`src/rtl/serial_alu_seq.sv`:
```
// serial_alu_seq: bit-serial AND/OR/ADD/PASS unit, one bit per clock, LSB first
module serial_alu_seq #(
  parameter int WIDTH = 8
) (
  input  logic             clk,
  input  logic             rst,
  input  logic             start,
  input  logic [WIDTH-1:0] a,
  input  logic [WIDTH-1:0] b,
  input  logic             sa,
  input  logic             sb,
  input  logic             c_in,
  input  logic             sm,
  input  logic [1:0]       op,
  output logic             busy,
  output logic             done,
  output logic [WIDTH-1:0] result,
  output logic             c_out,
  output logic             overflow
);
  localparam int CW = $clog2(WIDTH);
  typedef enum logic [1:0] {IDLE, RUN, DONE} state_t;
  state_t           state_q;
  logic [WIDTH-1:0] a_q, b_q, sh_q, sh_d, result_q;
  logic [CW-1:0]    cnt_q;
  logic [1:0]       op_q;
  logic             carry_q, sm_q, busy_q, done_q, c_out_q, ovf_q;
  logic             bit_d, carry_d, last_d;
  // current bit slice: result bit, carry out of this bit and shifted result
  always_comb begin
    carry_d = (a_q[0] & b_q[0]) | (a_q[0] & carry_q) | (b_q[0] & carry_q);
    bit_d   = op_q == 2'b00 ? a_q[0] & b_q[0] :
              op_q == 2'b01 ? a_q[0] | b_q[0] :
              op_q == 2'b10 ? a_q[0] ^ b_q[0] ^ carry_q : sm_q;
    sh_d    = {bit_d, sh_q[WIDTH-1:1]};
    last_d  = cnt_q == CW'(WIDTH - 1);
  end
  // FSM: accept in IDLE/DONE, shift one bit per RUN cycle, publish on the last bit
  always_ff @(posedge clk) begin
    if (rst) begin
      state_q  <= IDLE;
      busy_q   <= 1'b0;
      done_q   <= 1'b0;
      result_q <= '0;
      c_out_q  <= 1'b0;
      ovf_q    <= 1'b0;
      carry_q  <= 1'b0;
      cnt_q    <= '0;
    end else if (state_q == RUN) begin
      a_q     <= a_q >> 1;
      b_q     <= b_q >> 1;
      carry_q <= carry_d;
      sh_q    <= sh_d;
      cnt_q   <= cnt_q + 1'b1;
      if (last_d) begin
        state_q  <= DONE;
        busy_q   <= 1'b0;
        done_q   <= 1'b1;
        result_q <= sh_d;
        c_out_q  <= carry_d;
        ovf_q    <= (op_q == 2'b10) & (carry_q ^ carry_d);
      end
    end else begin
      done_q <= 1'b0;
      if (start) begin
        state_q <= RUN;
        busy_q  <= 1'b1;
        a_q     <= sa ? ~a : a;
        b_q     <= sb ? ~b : b;
        carry_q <= c_in;
        op_q    <= op;
        sm_q    <= sm;
        cnt_q   <= '0;
      end else begin
        state_q <= IDLE;
      end
    end
  end
  assign busy     = busy_q;
  assign done     = done_q;
  assign result   = result_q;
  assign c_out    = c_out_q;
  assign overflow = ovf_q;
endmodule

```
`config.mk`:
```
export PLATFORM = sky130hd
export DESIGN_NAME = serial_alu_seq
export DESIGN_NICKNAME = d
export VERILOG_FILES = /design/src/rtl/serial_alu_seq.sv
export SDC_FILE = /design/constraint.sdc
export NUM_CORES = 1
export LEC_CHECK = 0
export CORE_MARGIN = 5
export CORE_UTILIZATION = 45
export DETAILED_ROUTE_END_ITERATION = 7
export PLACE_DENSITY = 0.74
export SLEW_MARGIN = 10
export SYNTH_ARGS = -nofsm -noshare
export SYNTH_HDL_FRONTEND = slang
export SYNTH_SLANG_ARGS = --single-unit
```
`constraint.sdc`:
```
create_clock -name clk -period 1.8 [get_ports clk]
set_input_delay 0.45 -clock clk [delete_from_list [all_inputs] [get_ports clk]]
set_output_delay 0.45 -clock clk [all_outputs]
set_load 0.005 [all_outputs]
```
Word-level counts from Yosys, hierarchy flattened
Index checks and enable logic that the tools add are counted.
{ "totals": {"register_bits": 45, "inputBits": 25, "output_inout_bits": 12, "word_cells": 62} }
{ "classes": {"add_sub_neg": 1, "eq_ne": 5, "muxes": 19, "n_bitwise": 14, "reduce_logical": 8} }
{ "ops": {"columns": ["op", "n"], "rows": [
  ["$mux W8", 4],
  ["$not A8 Y8", 2],
  ["$mux W7", 2],
  ["$mux W1", 9],
  ["$reduce_and A2 Y1", 4],
  ["$mux W3", 2],
  ["$and A1 B1 Y1", 4],
  ["$eq A2 B1 Y1 const B", 2],
  ["$mux W2", 2],
  ["$add A3 B1 Y3 const B", 1],
  ["$eq A3 B3 Y1 const B", 1],
  ["$or A1 B1 Y1", 3],
  ["$reduce_and A3 Y1", 1],
  ["$xor A1 B1 Y1", 3],
  ["$eq A2 B2 Y1 const B", 1],
  ["$logic_not A2 Y1", 1],
  ["$ne A2 B2 Y1 const B", 1],
  ["$not A1 Y1", 2],
  ["$reduce_bool A2 Y1", 1],
  ["$reduce_or A2 Y1", 1]
]} }

Longest topological paths before layout
Gate-level depths: netlist (run 1).
{ "logic_depth": {"ltp_word": 5, "depth_mapped": 6, "ltp_nobuf": 5} }

Worst setup path after synthesis (run 1)
Ideal clock, no wire load.
{ "synth_timing": {"path_type": "register to register", "from": "register state_q[0]", "to": "register a_q[0] (enable)", "setup_ns": 0.389, "t_arrival_ns": 1.500, "required_ns": 1.411, "slack_ns": -0.088, "path_stages_with_launch": 6, "path_buffers": 2, "period_less_slack_ns": 1.888, "cell_sequence": "dfxtp_1 -> nor2b_1 -> buf_2 -> buf_4 -> nor2_1 -> nor2_1"} }
{ "synth_via": {"elab_chain_len": 3} }
{ "synth_rtl": {"columns": ["item", "line_no", "source"], "rows": [
  ["start, declared", "23", "state_t state_q;"],
  ["start signal, assigned", "41", "state_q <= IDLE;"],
  ["start signal, assigned", "56", "state_q <= DONE;"],
  ["start signal, assigned", "66", "state_q <= RUN;"],
  ["$eq A2 B1 Y1", "49", "end else if (state_q == RUN) begin"],
  ["$reduce_bool A2 Y1 (no source line)", null, null],
  ["$reduce_and A2 Y1 (no source line)", null, null],
  ["end signal, assigned", "50", "a_q <= a_q >> 1;"],
  ["end signal, assigned", "68", "a_q <= sa ? ~a : a;"],
  ["end, declared", "24", "logic [WIDTH-1:0] a_q, b_q, sh_q, sh_d, result_q;"]
]} }
Every way passes these cells.
A chain may end at the register's enable or synchronous reset.

Worst setup path after layout (run 1)
{ "layout_timing": {"from": "register a_q[0]", "to": "register sh_q[7], data pin"} }
{ "layout_via": {"elab_chain_len": 5, "word_cells_on_any_way": 7, "classes_between": "mux (3); bitwise (4)"} }
{ "layout_rtl": {"columns": ["item", "line_no", "source"], "rows": [
  ["$xor A1 B1 Y1 (2 in a row)", "34", "op_q == 2'b10 ? a_q[0] ^ b_q[0] ^ carry_q : sm_q;"],
  ["$mux W1", "34", null],
  ["$mux W1", "33", "op_q == 2'b01 ? a_q[0] | b_q[0] :"],
  ["$mux W1 (*)", "32", "bit_d = op_q == 2'b00 ? a_q[0] & b_q[0] :"],
  ["net bit_d", "28", "logic bit_d, carry_d, last_d;"],
  ["end signal, assigned", "53", "sh_q <= sh_d;"],
  ["end, declared", "24", null]
]} }
The timed path passes the listed nets; every way through them passes the cells marked *.

==> PnR_summary.wiki, run 1 <==
{| class="wikitable"
! Metric !! Value
|-
| Post-synth net total || 196
|-
| 1st-iter DRT viols || 80
|-
| RSZ-0062 raised after global routing || false
|-
| Chip Width || 74.3 um
|-
| Seq/Total Area, Yosys || 61.2%
|-
| Area inside the core boundary || 0.00400 mm2
|-
| Relative max-transition margin || 71.3%
|-
| Final WL || 3320 um
|-
| Die Span Y || 74.3 um
|-
| Register-to-register setup slack || 130 ps
|-
| Logic depth of the worst register-to-register path || 2
|-
| Type of the worst min-delay path || reg2reg
|-
| GRT Overall Usage || 13.7%
|-
| IO Count || 37
|-
| Vias || 1268
|-
| CTS Root Cell || sky130_fd_sc_hd__clkbuf_8
|-
| Mean cell area of the mapped netlist || 11.2 um2
|-
| P_int || 1.57 mW
|-
| Netlist Area Pre-Place || 0.00186 mm2
|-
| Via count of the first global-routing pass || 1281
|-
| Kind of end point of the critical path || register
|-
| Residual antenna-violating net count after detailed routing || 0
|-
| Crit path setup slack, layout || 133 ps
|-
| Sw power || 452 uW
|-
| Port Buffers || 36
|-
| Worst-case clock buffer depth || 2
|-
| Leakage power || 0.848 nW
|-
| Number of cells in the design after placement || 249
|-
| Die ar. || 0.00553 mm2
|-
| Max-capacitance violation count || 0
|-
| Number of CTS-inserted buffers || 5
|-
| Clock Sink Count || 44
|-
| Number of diodes added for antenna fixing || 0
|-
| PnR Total Power || 2.02 mW
|-
| Starting density of the core || 46.6%
|-
| Layout cells sized above 1 || 8.70%
|-
| Hold Crit Endpoint || sh_q[6]
|-
| Mapped Cells || 166
|-
| Number of DRC violations after detailed routing || 0
|-
| Skew final || 6.39 ps
|-
| Fraction of power consumed by the clock network || 31.7%
|-
| Minimum clock period after layout || 1670 ps
|-
| Tcrit/Tclk final || 92.6%
|-
| CTS H-Tree Depth || 2
|-
| Achievable Freq || 600 MHz
|-
| Latest clock arrival within the worst-skew pair || 300 ps
|-
| Hold-fix buffer count after cts || 0
|-
| Fraction of power consumed by combinational cells || 11.3%
|-
| Worst Path Required || 1830 ps
|-
| Placement Rows || 23
|-
| Critical path fanouts, max || 3
|-
| Worst-Margin Slew || 429 ps
|-
| Yosys warnings || 0
|-
| Filler-free cell count of the finished design || 257
|-
| Share of the core filled with cells || 59.9%
|-
| Part of the power in registers || 57.1%
|-
| First-pass GRT wire length || 5590 um
|-
| TritonCTS clock tree || built
|-
| Maximum vdd drop || 0.000475 V
|-
| Number of register bits inferred by synthesis || 44
|-
| Hold Path Stages || 0
|-
| Category of the critical setup timing path || reg2reg
|-
| GR Overflow Total || 0
|-
| Hold path start || sh_q[7]
|-
| Arrival time at the worst endpoint || 1700 ps
|-
| Setup total negative slack || 0 ps
|-
| Vias/cell || 4.93
|-
| Final setup violation count || 0
|-
| Reg-to-Reg End || sh_q[7]
|-
| Cells resized by post-CTS repair || 0
|-
| Switching Fraction || 22.4%
|-
| Synth cell types || 25
|-
| Clock slew at reported path FFs || 80 ps
|-
| RePlAce Congestion || 0.731
|-
| Count of endpoints failing hold in the final timing report || 0
|-
| P per Cell Area || 842 mW/mm2
|-
| Number of nets in the finished design || 236
|-
| Length of the first detailed-routing pass in iterations || 5
|-
| Crit Reg-Reg Startpoint || a_q[0]
|-
| Worst Setup Slack post-DPL || 65.2 ps
|-
| HPWL after detailed placement || 2550 um
|-
| Startpoint Class || register
|-
| Max-slew violations || 0
|-
| Post-CTS setup buffer count || 0
|-
| Run status || finished, final reports clean
|-
| Routed length per placed instance || 12.9 um
|-
| Maximum number of pins on one net before global-route repair || 31
|-
| Area overhead of the layout relative to synthesis || 28.6%
|-
| Initial antenna violation count || 0
|}
[cells in the final DEF, fill, tap and decap left out, types with 2 or more instances in the layout]
master	n
sky130_fd_sc_hd__a21oi_1	14
sky130_fd_sc_hd__buf_4	6
sky130_fd_sc_hd__clkbuf_8	6
sky130_fd_sc_hd__clkdlybuf4s50_1	36
sky130_fd_sc_hd__dfxtp_1	18
sky130_fd_sc_hd__edfxtp_1	26
sky130_fd_sc_hd__ha_1	4
sky130_fd_sc_hd__inv_1	3
sky130_fd_sc_hd__inv_4	2
sky130_fd_sc_hd__nand2_1	35
sky130_fd_sc_hd__nand2b_1	3
sky130_fd_sc_hd__nand3b_1	4
sky130_fd_sc_hd__nor2_1	7
sky130_fd_sc_hd__o21ai_0	14
sky130_fd_sc_hd__xnor2_1	16
[flip-flops by register name (all words and copies together), names as in the netlist]
signal	flops
sm_q	1
busy	1
cnt_q	3
overflow	1
state_q	2
op_q	2
b_q	8
carry_q	1
sh_q	7
result	8
c_out	1
done	1
a_q	8
[power by group through the flow]
stage | Combinational [mW] | Clock (mW) | Sequential [mW]
final | 0.227 | 0.639 | 1.15
after global routing | 0.256 | 0.717 | 1.16
after CTS | 0.232 | 0.662 | 1.15
after detailed placement | 0.231 | 0 | 1.18
after global placement | 0.220 | 0 | 1.17
after floorplan | 0.134 | 0 | 1.17
[critical path, cell delays in order (launching register included)]
cell and delay [ps]:
sky130_fd_sc_hd__edfxtp_1 440, sky130_fd_sc_hd__fa_1 490, sky130_fd_sc_hd__mux4_2 480
[synth_stat cells]
| cell type | number | area, um2 |
|---|---|---|
| sky130_fd_sc_hd__a211oi_1 | 1 | 7.51 |
| sky130_fd_sc_hd__a21o_1 | 1 | 7.51 |
| sky130_fd_sc_hd__a21oi_1 | 14 | 70.1 |
| sky130_fd_sc_hd__and3b_1 | 1 | 8.76 |
| sky130_fd_sc_hd__buf_2 | 5 | 25.0 |
| sky130_fd_sc_hd__buf_4 | 2 | 15.0 |
| sky130_fd_sc_hd__clkbuf_2 | 3 | 15.0 |
| sky130_fd_sc_hd__dfxtp_1 | 18 | 360 |
| sky130_fd_sc_hd__edfxtp_1 | 26 | 781 |
| sky130_fd_sc_hd__fa_1 | 1 | 20.0 |
| sky130_fd_sc_hd__ha_1 | 4 | 50.1 |
| sky130_fd_sc_hd__inv_1 | 3 | 11.3 |
| sky130_fd_sc_hd__mux2i_1 | 1 | 10.0 |
| sky130_fd_sc_hd__mux4_2 | 1 | 22.5 |
| sky130_fd_sc_hd__nand2_1 | 35 | 131 |
| sky130_fd_sc_hd__nand2b_1 | 3 | 18.8 |
| sky130_fd_sc_hd__nand3b_1 | 4 | 30.0 |
| sky130_fd_sc_hd__nand4b_1 | 1 | 8.76 |
| sky130_fd_sc_hd__nor2_1 | 8 | 30.0 |
| sky130_fd_sc_hd__nor2b_1 | 1 | 6.26 |
| sky130_fd_sc_hd__nor3b_1 | 1 | 7.51 |
| sky130_fd_sc_hd__o21a_1 | 1 | 7.51 |
| sky130_fd_sc_hd__o21ai_0 | 14 | 70.1 |
| sky130_fd_sc_hd__xnor2_1 | 16 | 140 |
| sky130_fd_sc_hd__xor2_1 | 1 | 8.76 |
[per-stage QoR]
stage                     area (um2)  hold slack, ps
final                           2400             460
after global routing            2400             482
after CTS                       2400             465
after detailed placement        2300             445
after global placement          2300             436
after floorplan                 1870             426
[cells by family (layout without fill, tap and decap cells)]
kind of cell               Yosys count  after routing  synth area share [%]
AOI/OAI and AO/OA                   31             31                  8.73
xor gates and xnor gates            17             17                  7.99
adders and majority gates            5              5                  3.76
buffers and inverters               13             54                  3.56
DFF                                 44             44                  61.2
muxes                                2              2                  1.75
and+or+nand+nor                     54             54                  13.0
[how the worst max path moves through the flow]
stage,startpoint,endpoint,slack (ps),depth (start not counted)
floorplan,state_q[0],a_q[0],170,5
global placement,sa,a_q[5],100,3
detailed placement,sa,a_q[5],70,3
CTS,a_q[0],sh_q[7],120,2
global route,a_q[0],result[7],80,3
finish,a_q[0],sh_q[7],130,2
[layer usage]
metal  GRT usage [%]  part of all wire [%]  vias up
met5               0                     0        -
met3            5.27                   7.3        5
met4            6.52                   1.9        0
met2            23.6                    51       43
li1                -                     -      638
met1            14.8                    40      582
[final cells by class]
| type | count | area (um2) |
|---|---|---|
| clock buffer | 6 | 82.6 |
| clock inverter | 2 | 12.5 |
| fill | 330 | 1600 |
| inverter | 3 | 11.3 |
| multi-input combinational | 109 | 661 |
| sequential | 44 | 1140 |
| tap | 50 | 62.6 |
| timing repair buffer | 43 | 425 |
(Power assumes the default switching activity.)
==> run 2, diff against run 1 <==
--- a/config.mk
+++ b/config.mk
@@ -5,10 +5,11 @@
 export SDC_FILE = /design/constraint.sdc
 export NUM_CORES = 1
 export LEC_CHECK = 0
+export CAP_MARGIN = 30
 export CORE_MARGIN = 5
-export CORE_UTILIZATION = 45
+export CORE_UTILIZATION = 40
 export DETAILED_ROUTE_END_ITERATION = 7
-export PLACE_DENSITY = 0.74
+export PLACE_DENSITY = 0.67
 export SLEW_MARGIN = 10
 export SYNTH_ARGS = -nofsm -noshare
 export SYNTH_HDL_FRONTEND = slang
==> run 2 against run 1 <==
Effect of this change: routed wire length shrank 1.7%; clock skew is essentially flat; final cell count grew 0.78%; worst hold slack lost 2.3 ps; critical path depth grew 1; sequential power is essentially flat; die area grew 11%.
==> PnR_summary.wiki, run 2 (synthesized netlist as in run 1, its figures left out) <==
{| class="wikitable"
! Metric !! Value
|-
| Run status || finished, final reports clean
|-
| Clock Sink Count || 44 (unchanged)
|-
| Final setup violation count || 0 (unchanged)
|-
| Filler-free cell count of the finished design || 259 (+0.78%)
|-
| CTS H-Tree Depth || 2 (unchanged)
|-
| Type of the worst min-delay path || reg2reg
|-
| Chip Width || 78.2 um (+5.2%)
|-
| Maximum number of pins on one net before global-route repair || 31 (unchanged)
|-
| HPWL after detailed placement || 2500 um (-2.2%)
|-
| Hold-fix buffer count after cts || 0 (unchanged)
|-
| Tcrit/Tclk final || 92.8% (+0.15 points)
|-
| IO Count || 37 (unchanged)
|-
| Layout cells sized above 1 || 8.70% (unchanged)
|-
| Vias || 1259 (-0.71%)
|-
| Initial antenna violation count || 0 (unchanged)
|-
| Logic depth of the worst register-to-register path || 3 (+1)
|-
| Clock slew at reported path FFs || 80 ps (about the same)
|-
| Leakage power || 0.841 nW (-0.89%)
|-
| CTS Root Cell || sky130_fd_sc_hd__clkbuf_8
|-
| Arrival time at the worst endpoint || 1870 ps (+170 ps)
|-
| Number of nets in the finished design || 236 (unchanged)
|-
| Crit path setup slack, layout || 130 ps (-2.67 ps)
|-
| Length of the first detailed-routing pass in iterations || 4 (-1)
|-
| Category of the critical setup timing path || reg2reg
|-
| Max-slew violations || 0 (unchanged)
|-
| Port Buffers || 36 (unchanged)
|-
| Residual antenna-violating net count after detailed routing || 0 (unchanged)
|-
| GR Overflow Total || 0 (unchanged)
|-
| Skew final || 6.12 ps (-0.273 ps)
|-
| Die ar. || 0.00612 mm2 (+11%)
|-
| Max-capacitance violation count || 0 (unchanged)
|-
| Final WL || 3260 um (-1.7%)
|-
| Most frequent cells in the layout || sky130_fd_sc_hd__clkdlybuf4s50_1, sky130_fd_sc_hd__nand2_1, sky130_fd_sc_hd__edfxtp_1, sky130_fd_sc_hd__dfxtp_1, sky130_fd_sc_hd__xnor2_1
|-
| GRT Overall Usage || 11.6% (-2.1 points)
|-
| Area overhead of the layout relative to synthesis || 28.5%
|-
| Worst-Margin Slew || 431 ps (+1.57 ps)
|-
| Crit Reg-Reg Startpoint || a_q[0]
|-
| Via count of the first global-routing pass || 1278 (-0.23%)
|-
| Commonest non-fill, non-tap cell in the layout || sky130_fd_sc_hd__clkdlybuf4s50_1
|-
| 1st-iter DRT viols || 37 (-54%)
|-
| Setup total negative slack || 0 ps (unchanged)
|-
| Vias/cell || 4.86 (-1.5%)
|-
| Count of endpoints failing hold in the final timing report || 0 (unchanged)
|-
| Number of DRC violations after detailed routing || 0 (unchanged)
|-
| Hold Path Stages || 2 (+2)
|-
| Routed length per placed instance || 12.6 um (-2.4%)
|-
| P per Cell Area || 832 mW/mm2 (-1.2%)
|-
| Worst Path Required || 2000 ps (+170 ps)
|-
| Post-route worst hold slack || 458 ps (-2.28 ps)
|-
| Worst-case clock buffer depth || 2 (unchanged)
|-
| Maximum vdd drop || 0.000372 V (-22%)
|-
| Number of diodes added for antenna fixing || 0 (unchanged)
|-
| Starting density of the core || 41.9% (-4.7 points)
|-
| First-pass GRT wire length || 5540 um (-0.88%)
|-
| RePlAce Congestion || 0.784 (+7.3%)
|-
| Die Span Y || 78.2 um (+5.2%)
|-
| Latest clock arrival within the worst-skew pair || 290 ps (about the same)
|-
| Number of cells in the design after placement || 251 (+0.80%)
|-
| Number of CTS-inserted buffers || 5 (unchanged)
|-
| TritonCTS clock tree || built
|-
| Kind of end point of the critical path || register
|-
| Minimum clock period after layout || 1670 ps (+2.67 ps)
|-
| Cells resized by post-CTS repair || 0 (unchanged)
|-
| Relative max-transition margin || 71.2% (-0.10 points)
|-
| Achievable Freq || 599 MHz (-0.16%)
|-
| Startpoint Class || register
|-
| Worst Setup Slack post-DPL || 78.0 ps (+12.8 ps)
|-
| Launching element of the worst setup path || a_q[0]
|-
| Placement Rows || 24 (+4.3%)
|-
| Critical path fanouts, max || 3 (unchanged)
|-
| Post-CTS setup buffer count || 0 (unchanged)
|-
| RSZ-0062 raised after global routing || false
|-
| Area inside the core boundary || 0.00444 mm2 (+11%)
|-
| Hold path start || result[1]
|}
run 2: final timing paths:
kind / slack [ps] / endpoint
worst max-delay path: 130 / result[7]
worst min-delay path: 460 / result[1]
worst max register to register: 130 / result[7]
worst min register to register: 460 / result[1]
run 2: final cells by class:
| class | instances | area [um2] |
|---|---|---|
| fillers | 396 | 2050 |
| well taps | 52 | 65.1 |
| clock inverters | 3 | 21.3 |
| flip-flops and latches | 44 | 1140 |
| multi-input cells | 109 | 661 |
| clock buffers | 5 | 68.8 |
| inverters | 3 | 11.3 |
| repair buffers | 43 | 425 |
run 2: layer usage:
layer / GRT usage, % / share of wire [%] / vias up
li1: - / - / 640
met4: 4.20 / 1.7 / 0
met2: 20.9 / 49 / 38
met1: 12.2 / 43 / 576
met5: 0 / 0 / -
met3: 4.46 / 6.8 / 5
run 2: critical path, stage by stage, from the launching register on:
cell,delay (ps)
sky130_fd_sc_hd__edfxtp_1,450
sky130_fd_sc_hd__fa_1,490
sky130_fd_sc_hd__mux4_2,470
sky130_fd_sc_hd__a21o_1,170
run 2: metrics by stage:
stage          area (um2)  util [%]  total power [mW]
5_1_grt              2390      53.9              2.10
4_1_cts              2390      53.9              2.02
3_5_place_dp         2300      51.8              1.41
2_1_floorplan        1870         -              1.30
6_report             2390      53.9              1.99
3_3_place_gp         2300      51.8              1.39
run 2: report_power, final:
part | switching, mW | internal [mW] | leakage [nW]
Sequential | 0.0225 | 1.13 | 0.392
Clock | 0.339 | 0.275 | 0.0445
Combinational | 0.102 | 0.125 | 0.405
Total | 0.463 | 1.53 | 0.841
==> run 3, diff against run 2 <==
--- a/config.mk
+++ b/config.mk
@@ -9,7 +9,6 @@
 export CORE_MARGIN = 5
 export CORE_UTILIZATION = 40
 export DETAILED_ROUTE_END_ITERATION = 7
-export PLACE_DENSITY = 0.67
 export SLEW_MARGIN = 10
 export SYNTH_ARGS = -nofsm -noshare
 export SYNTH_HDL_FRONTEND = slang
==> constraint.sdc (replaced) <==
create_clock -name clk -period 1.55 [get_ports clk]
set_input_delay 0.3875 -clock clk [delete_from_list [all_inputs] [get_ports clk]]
set_output_delay 0.3875 -clock clk [all_outputs]
set_load 0.005 [all_outputs]
==> run 3 against run 2 <==
Effect of this change: the flow now finishes with violations (setup timing); register-to-register slack got worse by 200 ps; critical path depth unchanged; worst setup slack worse by 200 ps; sequential share of layout area down 2.4 points; cell area rose by 6.2%; non-clock buffer count is 10 higher.
==> PnR_summary.wiki, run 3 (synthesized netlist as in run 1, its figures left out) <==
{| class="wikitable"
! Metric !! Value
|-
| Run status || complete, but fails checks
|-
| Failing checks || setup timing
|-
| Category of the critical setup timing path || reg2reg
|-
| CTS Root Cell || sky130_fd_sc_hd__clkbuf_8
|-
| Critical path fanouts, max || 2 (-1)
|-
| Die ar. || 0.00612 mm2 (unchanged)
|-
| Starting density of the core || 41.9% (unchanged)
|-
| Placement Rows || 24 (unchanged)
|-
| Number of diodes added for antenna fixing || 0 (unchanged)
|-
| Die Span Y || 78.2 um (unchanged)
|-
| CTS H-Tree Depth || 2 (unchanged)
|-
| Tcrit/Tclk final || 105% (+12 points)
|-
| Latest clock arrival within the worst-skew pair || 290 ps (about the same)
|-
| Commonest non-fill, non-tap cell in the layout || sky130_fd_sc_hd__nand2_1
|-
| Switching Fraction || 20.0% (-3.3 points)
|-
| Final setup violation count || 2 (+2)
|-
| Library cell contributing the largest single delay on the critical path || sky130_fd_sc_hd__fa_1
|-
| Vias/cell || 4.83 (-0.73%)
|-
| Chip Width || 78.2 um (unchanged)
|-
| Capturing element of the worst setup path || result[7]
|-
| Part of the power in registers || 52.2% (-5.6 points)
|-
| Series of cell instances along the critical path || fa_1 > mux4_2 > a21o_1
|-
| Routed length per placed instance || 12.5 um (-0.44%)
|-
| Number of DRC violations after detailed routing || 0 (unchanged)
|-
| Kind of end point of the critical path || register
|-
| Setup total negative slack || -139 ps (-139 ps)
|-
| IO Count || 37 (unchanged)
|-
| Post-placement cell area || 0.00240 mm2 (+4.0%)
|-
| Critical path depth || 3 (unchanged)
|-
| Clock Sink Count || 44 (unchanged)
|-
| Reg-to-Reg End || result[7]
|-
| Filler-free cell count of the finished design || 269 (+3.9%)
|-
| Total of fill cells in the finished design || 382 (-3.5%)
|-
| Relative max-transition margin || 81.2% (+10 points)
|-
| GR Overflow Total || 0 (unchanged)
|-
| Clock slew at reported path FFs || 80 ps (about the same)
|-
| Initial antenna violation count || 0 (unchanged)
|-
| Skew final || 8.13 ps (+2.02 ps)
|-
| Worst-case clock buffer depth || 2 (unchanged)
|-
| Number of CTS-inserted buffers || 5 (unchanged)
|-
| Area overhead of the layout relative to synthesis || 36.4%
|-
| P_int || 2.05 mW (+34%)
|-
| Buffers plus inverters on the worst setup path || 0 (unchanged)
|-
| Via count of the first global-routing pass || 1325 (+3.7%)
|-
| Maximum vdd drop || 0.000525 V (+41%)
|-
| Logic depth of the worst register-to-register path || 3 (unchanged)
|-
| Max-slew violations || 0 (unchanged)
|-
| Total area of multi-input combinational cells || 666 um2 (+0.76%)
|-
| Most frequent cells in the layout || sky130_fd_sc_hd__nand2_1, sky130_fd_sc_hd__clkdlybuf4s50_1, sky130_fd_sc_hd__edfxtp_1, sky130_fd_sc_hd__xnor2_1, sky130_fd_sc_hd__buf_4
|-
| HPWL after detailed placement || 2650 um (+6.1%)
|-
| P per Cell Area || 1010 mW/mm2 (+21%)
|-
| Startpoint Class || register
|-
| Register-to-register setup slack || -70 ps (-200 ps)
|-
| Worst stage delay on the critical path || 470 ps (-20 ps)
|-
| RePlAce Congestion || 0.767 (-2.2%)
|-
| Arrival time at the worst endpoint || 1810 ps (-60 ps)
|-
| Maximum number of pins on one net before global-route repair || 35 (+13%)
|-
| Max-capacitance violation count || 0 (unchanged)
|-
| Port Buffers || 36 (unchanged)
|-
| Worst-Margin Slew || 282 ps (-149 ps)
|-
| Sw power || 511 uW (+10%)
|-
| 1st-iter DRT viols || 92 (+150%)
|-
| GRT Overall Usage || 11.9% (+0.32 points)
|-
| Share of the core filled with cells || 57.2% (+3.3 points)
|-
| Worst Path Required || 1740 ps (-260 ps)
|-
| Length of the first detailed-routing pass in iterations || 4 (unchanged)
|-
| Count of endpoints failing hold in the final timing report || 0 (unchanged)
|-
| Fraction of power consumed by the clock network || 36.2% (+5.4 points)
|-
| Vias || 1298 (+3.1%)
|-
| Number of cells in the design after placement || 261 (+4.0%)
|-
| PnR Total Power || 2.56 mW (+28%)
|-
| Crit path setup slack, layout || -70.2 ps (-201 ps)
|-
| Fraction of power consumed by combinational cells || 11.6% (+0.2 points)
|-
| Leakage power || 0.987 nW (+17%)
|-
| Type of the worst min-delay path || reg2reg
|-
| Area inside the core boundary || 0.00444 mm2 (unchanged)
|-
| Minimum clock period after layout || 1620 ps (-49.4 ps)
|-
| Layout cells sized above 1 || 16.1% (+7.4 points)
|-
| First-pass GRT wire length || 5660 um (+2.2%)
|-
| TritonCTS clock tree || built
|-
| Largest delay share family, worst path || adder cells
|-
| Crit Reg-Reg Startpoint || b_q[0]
|-
| Final standard cell area without fillers || 0.00254 mm2 (+6.2%)
|-
| Launching element of the worst setup path || b_q[0]
|-
| Residual antenna-violating net count after detailed routing || 0 (unchanged)
|-
| RSZ-0062 raised after global routing || true
|-
| Number of nets in the finished design || 246 (+4.2%)
|-
| Final WL || 3370 um (+3.4%)
|-
| Achievable Freq || 617 MHz (+3.0%)
|-
| Sequential Area || 0.00115 mm2 (+0.77%)
|}
[run 3: changes by cell type in the layout (fill, tap and decap cells not counted), sizes merged]
cell,previous run,this run
inv,4,3
bufinv,0,1
clkdlybuf4s50,36,32
buf,7,17
clkinvlp,1,0
clkbuf,5,7
dlymetal6s2s,0,4
clkinv,1,0
[run 3: layer usage]
metal / routed length [um] / global-route usage (%)
met1: 1380 / 13.0
met2: 1720 / 20.6
met3: 223 / 4.81
met4: 54 / 4.72
met5: 0 / 0
[run 3: layout make-up]
| type | count | share of cell area [%] |
|---|---|---|
| Clock buffer | 7 | 3.79 |
| Clock inverter | 1 | 1.18 |
| Inverter | 3 | 0.443 |
| Multi-Input combinational cell | 109 | 26.2 |
| Sequential cell | 44 | 45.2 |
| Tap cell | 52 | 2.56 |
| Timing Repair Buffer | 53 | 20.6 |
[run 3: timing repair]
item	in CTS	in global routing
gates resized for setup	1	10
buffers inserted	0	0
endpoints found under the setup margin	3	12
hold endpoints to repair	0	0
hold buffers	0	0
[run 3: power by group through the flow]
stage | logic [mW] | clock network, mW | registers [mW]
global placement | 0.288 | 0 | 1.36
CTS | 0.302 | 0.962 | 1.34
floorplan | 0.157 | 0 | 1.36
finish | 0.296 | 0.926 | 1.33
global route | 0.329 | 1.00 | 1.34
detailed placement | 0.300 | 0 | 1.36
[run 3: worst register-to-register path, cell delays in order, from the launching register on]
cell and delay (ps):
sky130_fd_sc_hd__edfxtp_1 420, sky130_fd_sc_hd__fa_1 470, sky130_fd_sc_hd__mux4_2 470, sky130_fd_sc_hd__a21o_1 170
[run 3: metrics by stage]
step / hold slack (ps) / setup slack [ps]
after floorplan: 426 / -35.7
after CTS: 459 / -76.6
after detailed placement: 444 / -56.7
after global routing: 474 / -130
after global placement: 435 / -32.4
final: 453 / -70.2
[run 3: worst min path at each step]
stage              start  cells past startpoint        end  slack [ps]
2_1_floorplan    sh_q[2]                      0    sh_q[1]         430
3_3_place_gp     sh_q[2]                      0    sh_q[1]         440
3_5_place_dp     sh_q[6]                      0    sh_q[5]         440
4_1_cts        result[2]                      2  result[2]         460
5_1_grt          sh_q[2]                      0    sh_q[1]         470
6_report       result[2]                      2  result[2]         450
